## src/rtl/fb_write_scheduler.sv

```systemverilog
// Sole owner of the frame buffer write port: per-frame background clear, otherwise
// round-robin arbitration of pixel writes from NUM_REQ requesters.
module fb_write_scheduler #(
  parameter int unsigned NUM_REQ  = 4,
  parameter int unsigned FB_DEPTH = 307200,
  parameter int unsigned ADDR_W   = 19,
  parameter int unsigned DATA_W   = 8
) (
  input  logic                      clk,
  input  logic                      reset,
  input  logic                      frame_start,
  input  logic                      clear_en,
  input  logic [DATA_W-1:0]         clear_color,
  input  logic [NUM_REQ-1:0]        req,
  input  logic [NUM_REQ*ADDR_W-1:0] req_addr,
  input  logic [NUM_REQ*DATA_W-1:0] req_data,
  output logic [NUM_REQ-1:0]        grant,
  output logic [ADDR_W-1:0]         fb_wraddress,
  output logic [DATA_W-1:0]         fb_data,
  output logic                      fb_wren,
  output logic                      clearing,
  output logic                      clear_done,
  output logic [7:0]                overrun_count
);

  localparam int unsigned PtrW = $clog2(NUM_REQ);
  localparam logic [ADDR_W-1:0] LastAddr = ADDR_W'(FB_DEPTH - 1);

  typedef enum logic [0:0] {StArb, StClear} state_e;

  state_e            state_q;
  logic [PtrW-1:0]   rr_ptr_q;
  logic [ADDR_W-1:0] cnt_q;
  logic [DATA_W-1:0] color_q;

  logic              found;
  logic [PtrW-1:0]   sel;
  logic [PtrW-1:0]   next_ptr;
  logic [ADDR_W-1:0] sel_addr;
  logic [DATA_W-1:0] sel_data;
  logic              start_clear;

  assign start_clear = frame_start && clear_en;

  // Scan from rr_ptr upward, wrapping, and take the first active request.
  always_comb begin
    found    = 1'b0;
    sel      = '0;
    sel_addr = '0;
    sel_data = '0;
    for (int unsigned k = 0; k < NUM_REQ; k++) begin
      int unsigned idx;
      idx = (32'(rr_ptr_q) + k) % NUM_REQ;
      if (!found && req[idx]) begin
        found    = 1'b1;
        sel      = PtrW'(idx);
        sel_addr = req_addr[idx*ADDR_W +: ADDR_W];
        sel_data = req_data[idx*DATA_W +: DATA_W];
      end
    end
  end

  assign next_ptr = (sel == PtrW'(NUM_REQ - 1)) ? '0 : sel + PtrW'(1);

  always_comb begin
    grant = '0;
    if (!reset && state_q == StArb && !start_clear && found) begin
      grant = NUM_REQ'(1) << sel;
    end
  end

  always_ff @(posedge clk) begin
    if (reset) begin
      state_q       <= StArb;
      rr_ptr_q      <= '0;
      cnt_q         <= '0;
      color_q       <= '0;
      fb_wraddress  <= '0;
      fb_data       <= '0;
      fb_wren       <= 1'b0;
      clearing      <= 1'b0;
      clear_done    <= 1'b0;
      overrun_count <= '0;
    end else begin
      clear_done <= 1'b0;
      unique case (state_q)
        StArb: begin
          if (start_clear) begin
            state_q  <= StClear;
            cnt_q    <= '0;
            color_q  <= clear_color;
            fb_wren  <= 1'b0;
            clearing <= 1'b1;
          end else begin
            clearing <= 1'b0;
            if (found) begin
              fb_wraddress <= sel_addr;
              fb_data      <= sel_data;
              // Out-of-range requests are consumed but never written.
              fb_wren      <= (32'(sel_addr) < FB_DEPTH);
              rr_ptr_q     <= next_ptr;
            end else begin
              fb_wren <= 1'b0;
            end
          end
        end
        StClear: begin
          fb_wraddress <= cnt_q;
          fb_data      <= color_q;
          fb_wren      <= 1'b1;
          clearing     <= 1'b1;
          // A new frame restarts the clear, even on its final write.
          if (frame_start) begin
            cnt_q   <= '0;
            color_q <= clear_color;
            if (overrun_count != 8'hFF) overrun_count <= overrun_count + 8'd1;
          end else if (cnt_q == LastAddr) begin
            cnt_q      <= '0;
            state_q    <= StArb;
            clear_done <= 1'b1;
          end else begin
            cnt_q <= cnt_q + ADDR_W'(1);
          end
        end
        default: state_q <= StArb;
      endcase
    end
  end

endmodule

```

## config.mk

```make
export PLATFORM = sky130hd
export DESIGN_NAME = fb_write_scheduler
export DESIGN_NICKNAME = d
export VERILOG_FILES = /design/src/rtl/fb_write_scheduler.sv
export SDC_FILE = /design/constraint.sdc
export NUM_CORES = 1
export LEC_CHECK = 0
export CAP_MARGIN = 20
export CORE_MARGIN = 8
export CORE_UTILIZATION = 45
export DETAILED_ROUTE_END_ITERATION = 16
export PLACE_DENSITY = 0.81
export RECOVER_POWER = 100
export SYNTH_ARGS = -nofsm -noshare
export SYNTH_HDL_FRONTEND = slang
export SYNTH_SLANG_ARGS = --single-unit
export TNS_END_PERCENT = 50
```

## constraint.sdc

```tcl
create_clock -name clk -period 2.2 [get_ports clk]
set_input_delay 0.44 -clock clk [delete_from_list [all_inputs] [get_ports clk]]
set_output_delay 0.44 -clock clk [all_outputs]
set_load 0.02 [all_outputs]
```

==> impl_results.md <==
- Status: complete, but fails checks
- Failing checks: negative setup slack
- Vias: 7,060
- Dpl hpwl: 17,820 microns
- Final-report setup violation count: 28
- Hold Crit Class: reg -> reg
- Remaining DRCs: 0
- Pwr dens: 650.7 nW/um^2
- Clock Pin Slew Worst Setup and Hold Paths: 0.06 ns
- CP Class: reg -> reg
- Synth top cells by count: nor2_1 (74), dfxtp_1 (68), mux2i_1 (64), mux4_2 (48), o32ai_1 (40)
- Worst EP arrival: 2.63 ns
- Top FF cell, synth: dfxtp_1
- IO Port Bufs: 165
- Critical Path Start Type: register
- Clk_skew: 0.007730 ns
- Final nets: 1,027
- Placement Setup Slack: -1.062 ns
- Unique cell type count in the Yosys netlist: 60
- Asr flop ratio synth: 0
- Worst IR Drop VDD: 0.0004102 V
- TritonCTS clock tree: yes
- Root buffer cell: clkbuf_16
- Number of global-route vias before repair: 7,081
- Total of max-cap violations: 0
- First-pass GRT wire length: 36,980 microns
- Slew Limit Fails: 0
- Share of the synthesized area in the top cell type: 0.2173
- Max Fanout on Critical Path: 7
- Starting density of the core: 0.4567
- Final Cycle Share: 1.101
- All-Layer GR Usage: 0.2537
- Worst R2R Setup Slack: -0.22 ns
- Total wire length: 25,220 microns
- Vias per inst: 6.525
- FF+latch count, synth: 68
- Post-synth EDFFs: 0
- GRT Residual Overflow: 0
- Mean Syn Cell Area: 9.465 sq um
- Leakage: 3.643 nW
- Max-slew headroom: 0.5020
- Row cnt: 43
- Sequential area share after synthesis: 0.2173
- Largest net degree at the start of global routing: 55
- Sink Count: 68
- Synth warnings: 0
- Net Count, Synth: 792
- Gate Count Post-Synth: 662
- Max Fclk: 412.7 MHz
- Routed wire per std cell: 23.31 microns
- Hold buffer count at cts: 0
- Total power: 6.384 mW
- Die X: 134 microns
- Setup ws final: -0.2228 ns
- Placeable Area: 13,720 sq um
- Slew @ Worst Pin: 0.7470 ns
- RSZ-0062 raised after global routing: yes
- Total CTS buffers: 9
- # IOs: 166
- Post-synth top area cell: dfxtp_1
- Die Y-Extent: 134 microns
- Final min period: 2.423 ns
- Count of inserted antenna diode cells: 0
- Initial antenna violation count: 0
- Final hold violations: 0
- Die area: 17,960 sq um
- Clk_lat worst skew: 0.34 ns
- Layout cells sized above 1: 0.3137
- 1st-pass router iterations: 5
- DRT iter0 DRCs: 662
- Worst setup EP type: register
- Req. time, crit path: 2.41 ns
- CTS max path bufs: 2
- Mapped cell area: 6266 sq um
- GP Congestion: 0.9689
- Synth area leaders: dfxtp_1 (22%), mux4_2 (17%), mux2i_1 (10%)
- H-Tree Depth: 3
- Area growth from synthesis to layout: 56.59%
- Detail Route Antenna Nets: 0
- Most numerous cell in the Yosys netlist: nor2_1
layout by cell type (no fill, tap or decap), types with 5 or more instances in the layout:
| master | n |
|---|---|
| mux2i_1 | 59 |
| o32ai_1 | 31 |
| o32ai_2 | 9 |
| xnor2_1 | 7 |
| mux2_2 | 14 |
| mux4_2 | 48 |
| buf_6 | 13 |
| nor2_1 | 73 |
| nand2b_1 | 5 |
| dfxtp_1 | 66 |
| o211ai_1 | 11 |
| clkbuf_2 | 5 |
| clkbuf_16 | 12 |
| a21oi_1 | 17 |
| buf_4 | 85 |
| buf_12 | 13 |
| o21ai_0 | 5 |
| clkdlybuf4s50_1 | 117 |
| o21a_1 | 23 |
| dlygate4sd3_1 | 39 |
| nand2_1 | 31 |
| inv_1 | 8 |
| a221oi_2 | 19 |
| nor3b_1 | 5 |
| nand3_1 | 15 |
| a22oi_1 | 28 |
| xor2_1 | 14 |
| mux2_4 | 9 |
where the power goes:
group / switching (mW) / internal, mW / total (mW)
clock: 0.560 / 0.986 / 1.55
combinational: 1.62 / 1.79 / 3.41
sequential: 0.0922 / 1.34 / 1.43
path summary, 6_finish.rpt:
| check | start | end | cells after the start |
|---|---|---|---|
| setup reg to reg | rr_ptr_q[1] | fb_data[7] | 12 |
| hold reg to reg | fb_wraddress[17] | fb_wraddress[17] | 2 |
| setup / recovery | rr_ptr_q[1] | fb_data[7] | 12 |
| hold / removal | fb_wraddress[17] | fb_wraddress[17] | 2 |
state kept, by name (all words and copies together), names as in the netlist:
name           flops
clear_done         1
clearing           1
color_q            8
overrun_count      8
state_q            1
cnt_q             19
fb_wren            1
rr_ptr_q           2
fb_wraddress      19
fb_data            8
stage by stage:
step	cells	instance area, sq um	setup TNS [ns]	util	hold WS [ns]
2_1_floorplan	662	6336	-0.4153	-	0.4533
3_3_place_gp	1052	8848	-26.76	0.6450	0.4799
3_5_place_dp	1052	8848	-29.17	0.6450	0.4907
4_1_cts	1078	9550	-3.721	0.6961	0.5037
5_1_grt	1082	9812	-6.258	0.7152	0.5252
6_report	1082	9812	-4.000	0.7152	0.5056
cell families after synthesis:
| family | after synthesis | synth area share |
|---|---|---|
| compound gates | 192 | 0.2398 |
| simple gates | 167 | 0.1302 |
| mux | 135 | 0.3161 |
| buf+inv | 73 | 0.05531 |
| flops | 68 | 0.2173 |
| xor+xnor | 21 | 0.02935 |
| fa+ha+maj | 6 | 0.01198 |
layout make-up:
| type | count | area (sq um) |
|---|---|---|
| multi-input cells | 521 | 5020 |
| fillers | 958 | 3908 |
| repair buffers | 287 | 2844 |
| flip-flops and latches | 68 | 1369 |
| clock buffers | 9 | 225.2 |
| well taps | 180 | 225.2 |
| clock inverters | 7 | 91.34 |
| inverters | 10 | 37.54 |
metal layers:
metal / routed length [microns] / part of all wire / up-vias / GRT usage
met5: 0 / 0 / - / 0
met4: 1042 / 0.041 / 0 / 0.1023
met3: 2226 / 0.088 / 83 / 0.05460
met2: 12590 / 0.50 / 417 / 0.4488
met1: 9366 / 0.37 / 3431 / 0.2909
li1: - / - / 3129 / -
critical path, cell delays in order (launching register included):
cell and delay (ns):
dfxtp_4 0.42, mux2i_4 0.27, buf_4 0.13, buf_4 0.10, buf_4 0.10, mux2_4 0.25, buf_12 0.14, buf_16 0.12
o32ai_1 0.09, mux2_4 0.29, a221oi_2 0.19, o21a_1 0.15, nor2_1 0.05
timing repair:
action,4_1_cts,5_1_grt
pin swaps,11,11
setup endpoints to repair,32,32
resized for setup,79,52
cloned,2,3
hold endpoints to repair,0,0
setup buffers,8,4
Note: power is estimated with default switching activity, not from simulation.
==> variant: new RTL, same settings <==
Change the parameter `DATA_W` from 8 to 12.
--- a/src/rtl/fb_write_scheduler.sv
+++ b/src/rtl/fb_write_scheduler.sv
@@ -4,7 +4,7 @@
   parameter int unsigned NUM_REQ  = 4,
   parameter int unsigned FB_DEPTH = 307200,
   parameter int unsigned ADDR_W   = 19,
-  parameter int unsigned DATA_W   = 8
+  parameter int unsigned DATA_W   = 12
 ) (
   input  logic                      clk,
   input  logic                      reset,
Interface: changed (resized clear_color, fb_data and req_data); port bits go from 166 to 190. The function was not compared with the original's and may differ.
==> variant against the unedited design <==
Wire length up 5.4%. Synthesized area is 14% higher. First-iteration DRC count increased by 13%. The flow still finishes with violations (negative setup slack). Critical path depth down 4. Power up 13%. Setup slack got worse by 340 ps. Cell count is 17% higher. Critical endpoint is now grant[0]. Highest routed layer is now met5. Final area up 9.2%. Sequential share of layout area rose by 0.33 points. Sequential cell count grew 8.
==> variant: results (changes against the unedited design) <==
----------------------------------------------------
[Yosys]
  Sequential area share after synthesis ... 0.214 (was 0.217)
  Complex-gate fraction of the synthesized area ... 0.258 (was 0.240)
  Share of synthesized area spent on multiplexers ... 0.283 (was 0.316)
  Number of distinct library cell variants in the gate-level netlist after synthesis ... 69 (was 60)
  Area share of fa/ha/maj cells after synthesis ... 0.0105 (was 0.0120)
  Mean post-synth cell area ... 8.83 um^2 (was 9.47 um^2)

[Global route]
  Antenna violations before repair ... 3 (was 0)
  Met2 track utilization from global routing ... 0.388 (was 0.449)
  Vias in the first global route ... 7525 (was 7081)
  Wire length of the first global-routing pass ... 39200 um (was 37000 um)
  Routing usage on met3 ... 0.0430 (was 0.0546)

[Placement]
  Port Buf Inserts ... 189 (was 165)
  Final HPWL DP ... 18100 um (was 17800 um)

[Routing]
  Routed wire per std cell ... 20.9 um (was 23.3 um)
  Total length of routed met3 wires ... 2050 um (was 2230 um)
  M1 WL ... 10600 um (was 9370 um)
  Total met2 wirelength after detailed routing ... 12700 um (was 12600 um)

[Finish]
  Share of post-route cells with drive strength above 1 ... 0.270 (was 0.314)

[Pwr]
  Maximum resistive drop on vdd ... 424 uV (was 410 uV)
  Switching share of power ... 0.366 (was 0.356)
  Leakage ... 4.05 nW (was 3.64 nW)
  Comb. pwr ... 0.00411 W (was 0.00341 W)

[Status]
  Violations in the final reports ... negative setup slack (unchanged)
  Result of the run ... finished, violations left (unchanged)

[Worst hold path]
  Hold path endpoint ... color_q[8] (was fb_wraddress[17])
  Worst hold path startpoint ... color_q[8] (was fb_wraddress[17])

[Critical path]
  Data arrival time of the critical path ... 2330 ps (was 2630 ps)
  Setup slack on the worst flop-to-flop path ... -390 ps (was -220 ps)
  Cell family contributing the most delay on the critical path ... simple AND/OR/NAND/NOR gates (was multiplexers)
  Cell depth of the worst flop-to-flop path ... 10 (was 12)

[Timing]
  Finish-stage setup viols ... 38 (was 28)
  Post-layout worst setup margin ... -566 ps (was -223 ps)
  Worst clock skew ... 3.20 ps (was 7.73 ps)

----------------------------------------------------
variant: cell count changes in the layout (fill, tap and decap cells not counted), sizes merged, moves of 27 or more:
| cell | change |
|---|---|
| a21oi | +59 |
| and3 | +27 |
| nand2 | +28 |
| nor2 | -38 |
| o21ai | +58 |
| o32ai | -37 |
variant: worst register-to-register path, delay by kind of cell, from the launching register on:
| family | cells | cell delay [ps] |
|---|---|---|
| AOI/OAI and AO/OA | 3 | 1050 |
| buffers and inverters | 4 | 590 |
| DFF | 1 | 380 |
| and+or+nand+nor | 3 | 520 |
variant: worst max path at each step:
stage	slack, ps	start	cells after the start	endpoint
floorplan	-310	req[2]	9	grant[2]
detailed placement	-1250	req[2]	10	grant[0]
CTS	-560	rr_ptr_q[1]	8	grant[2]
finish	-570	rr_ptr_q[1]	8	grant[0]
global route	-660	rr_ptr_q[1]	9	grant[0]
global placement	-1230	req[2]	10	grant[0]
variant: through the flow:
step / TNS (ps) / setup slack, ps / hold slack, ps / total power (W)
finish: -11230 / -566 / 459 / 0.00721
global route: -16050 / -656 / 482 / 0.00755
CTS: -7580 / -557 / 463 / 0.00678
detailed placement: -32380 / -1250 / 455 / 0.00513
global placement: -31180 / -1230 / 444 / 0.00508
floorplan: -1140 / -313 / 437 / 0.00378
variant: cell type report:
| class | instances | area share |
|---|---|---|
| inverter | 14 | 0.00526 |
| antenna | 2 | 0.000467 |
| clock buffer | 9 | 0.0210 |
| timing repair buffer | 309 | 0.291 |
| sequential | 76 | 0.143 |
| clock inverter | 7 | 0.00689 |
| multi-input combinational | 637 | 0.507 |
| tap | 216 | 0.0252 |
variant: what timing repair did:
item,CTS,global route
resized for setup,55,81
pin swaps,27,40
buffers inserted,2,23
endpoints found under the setup margin,37,36
cloned,2,5
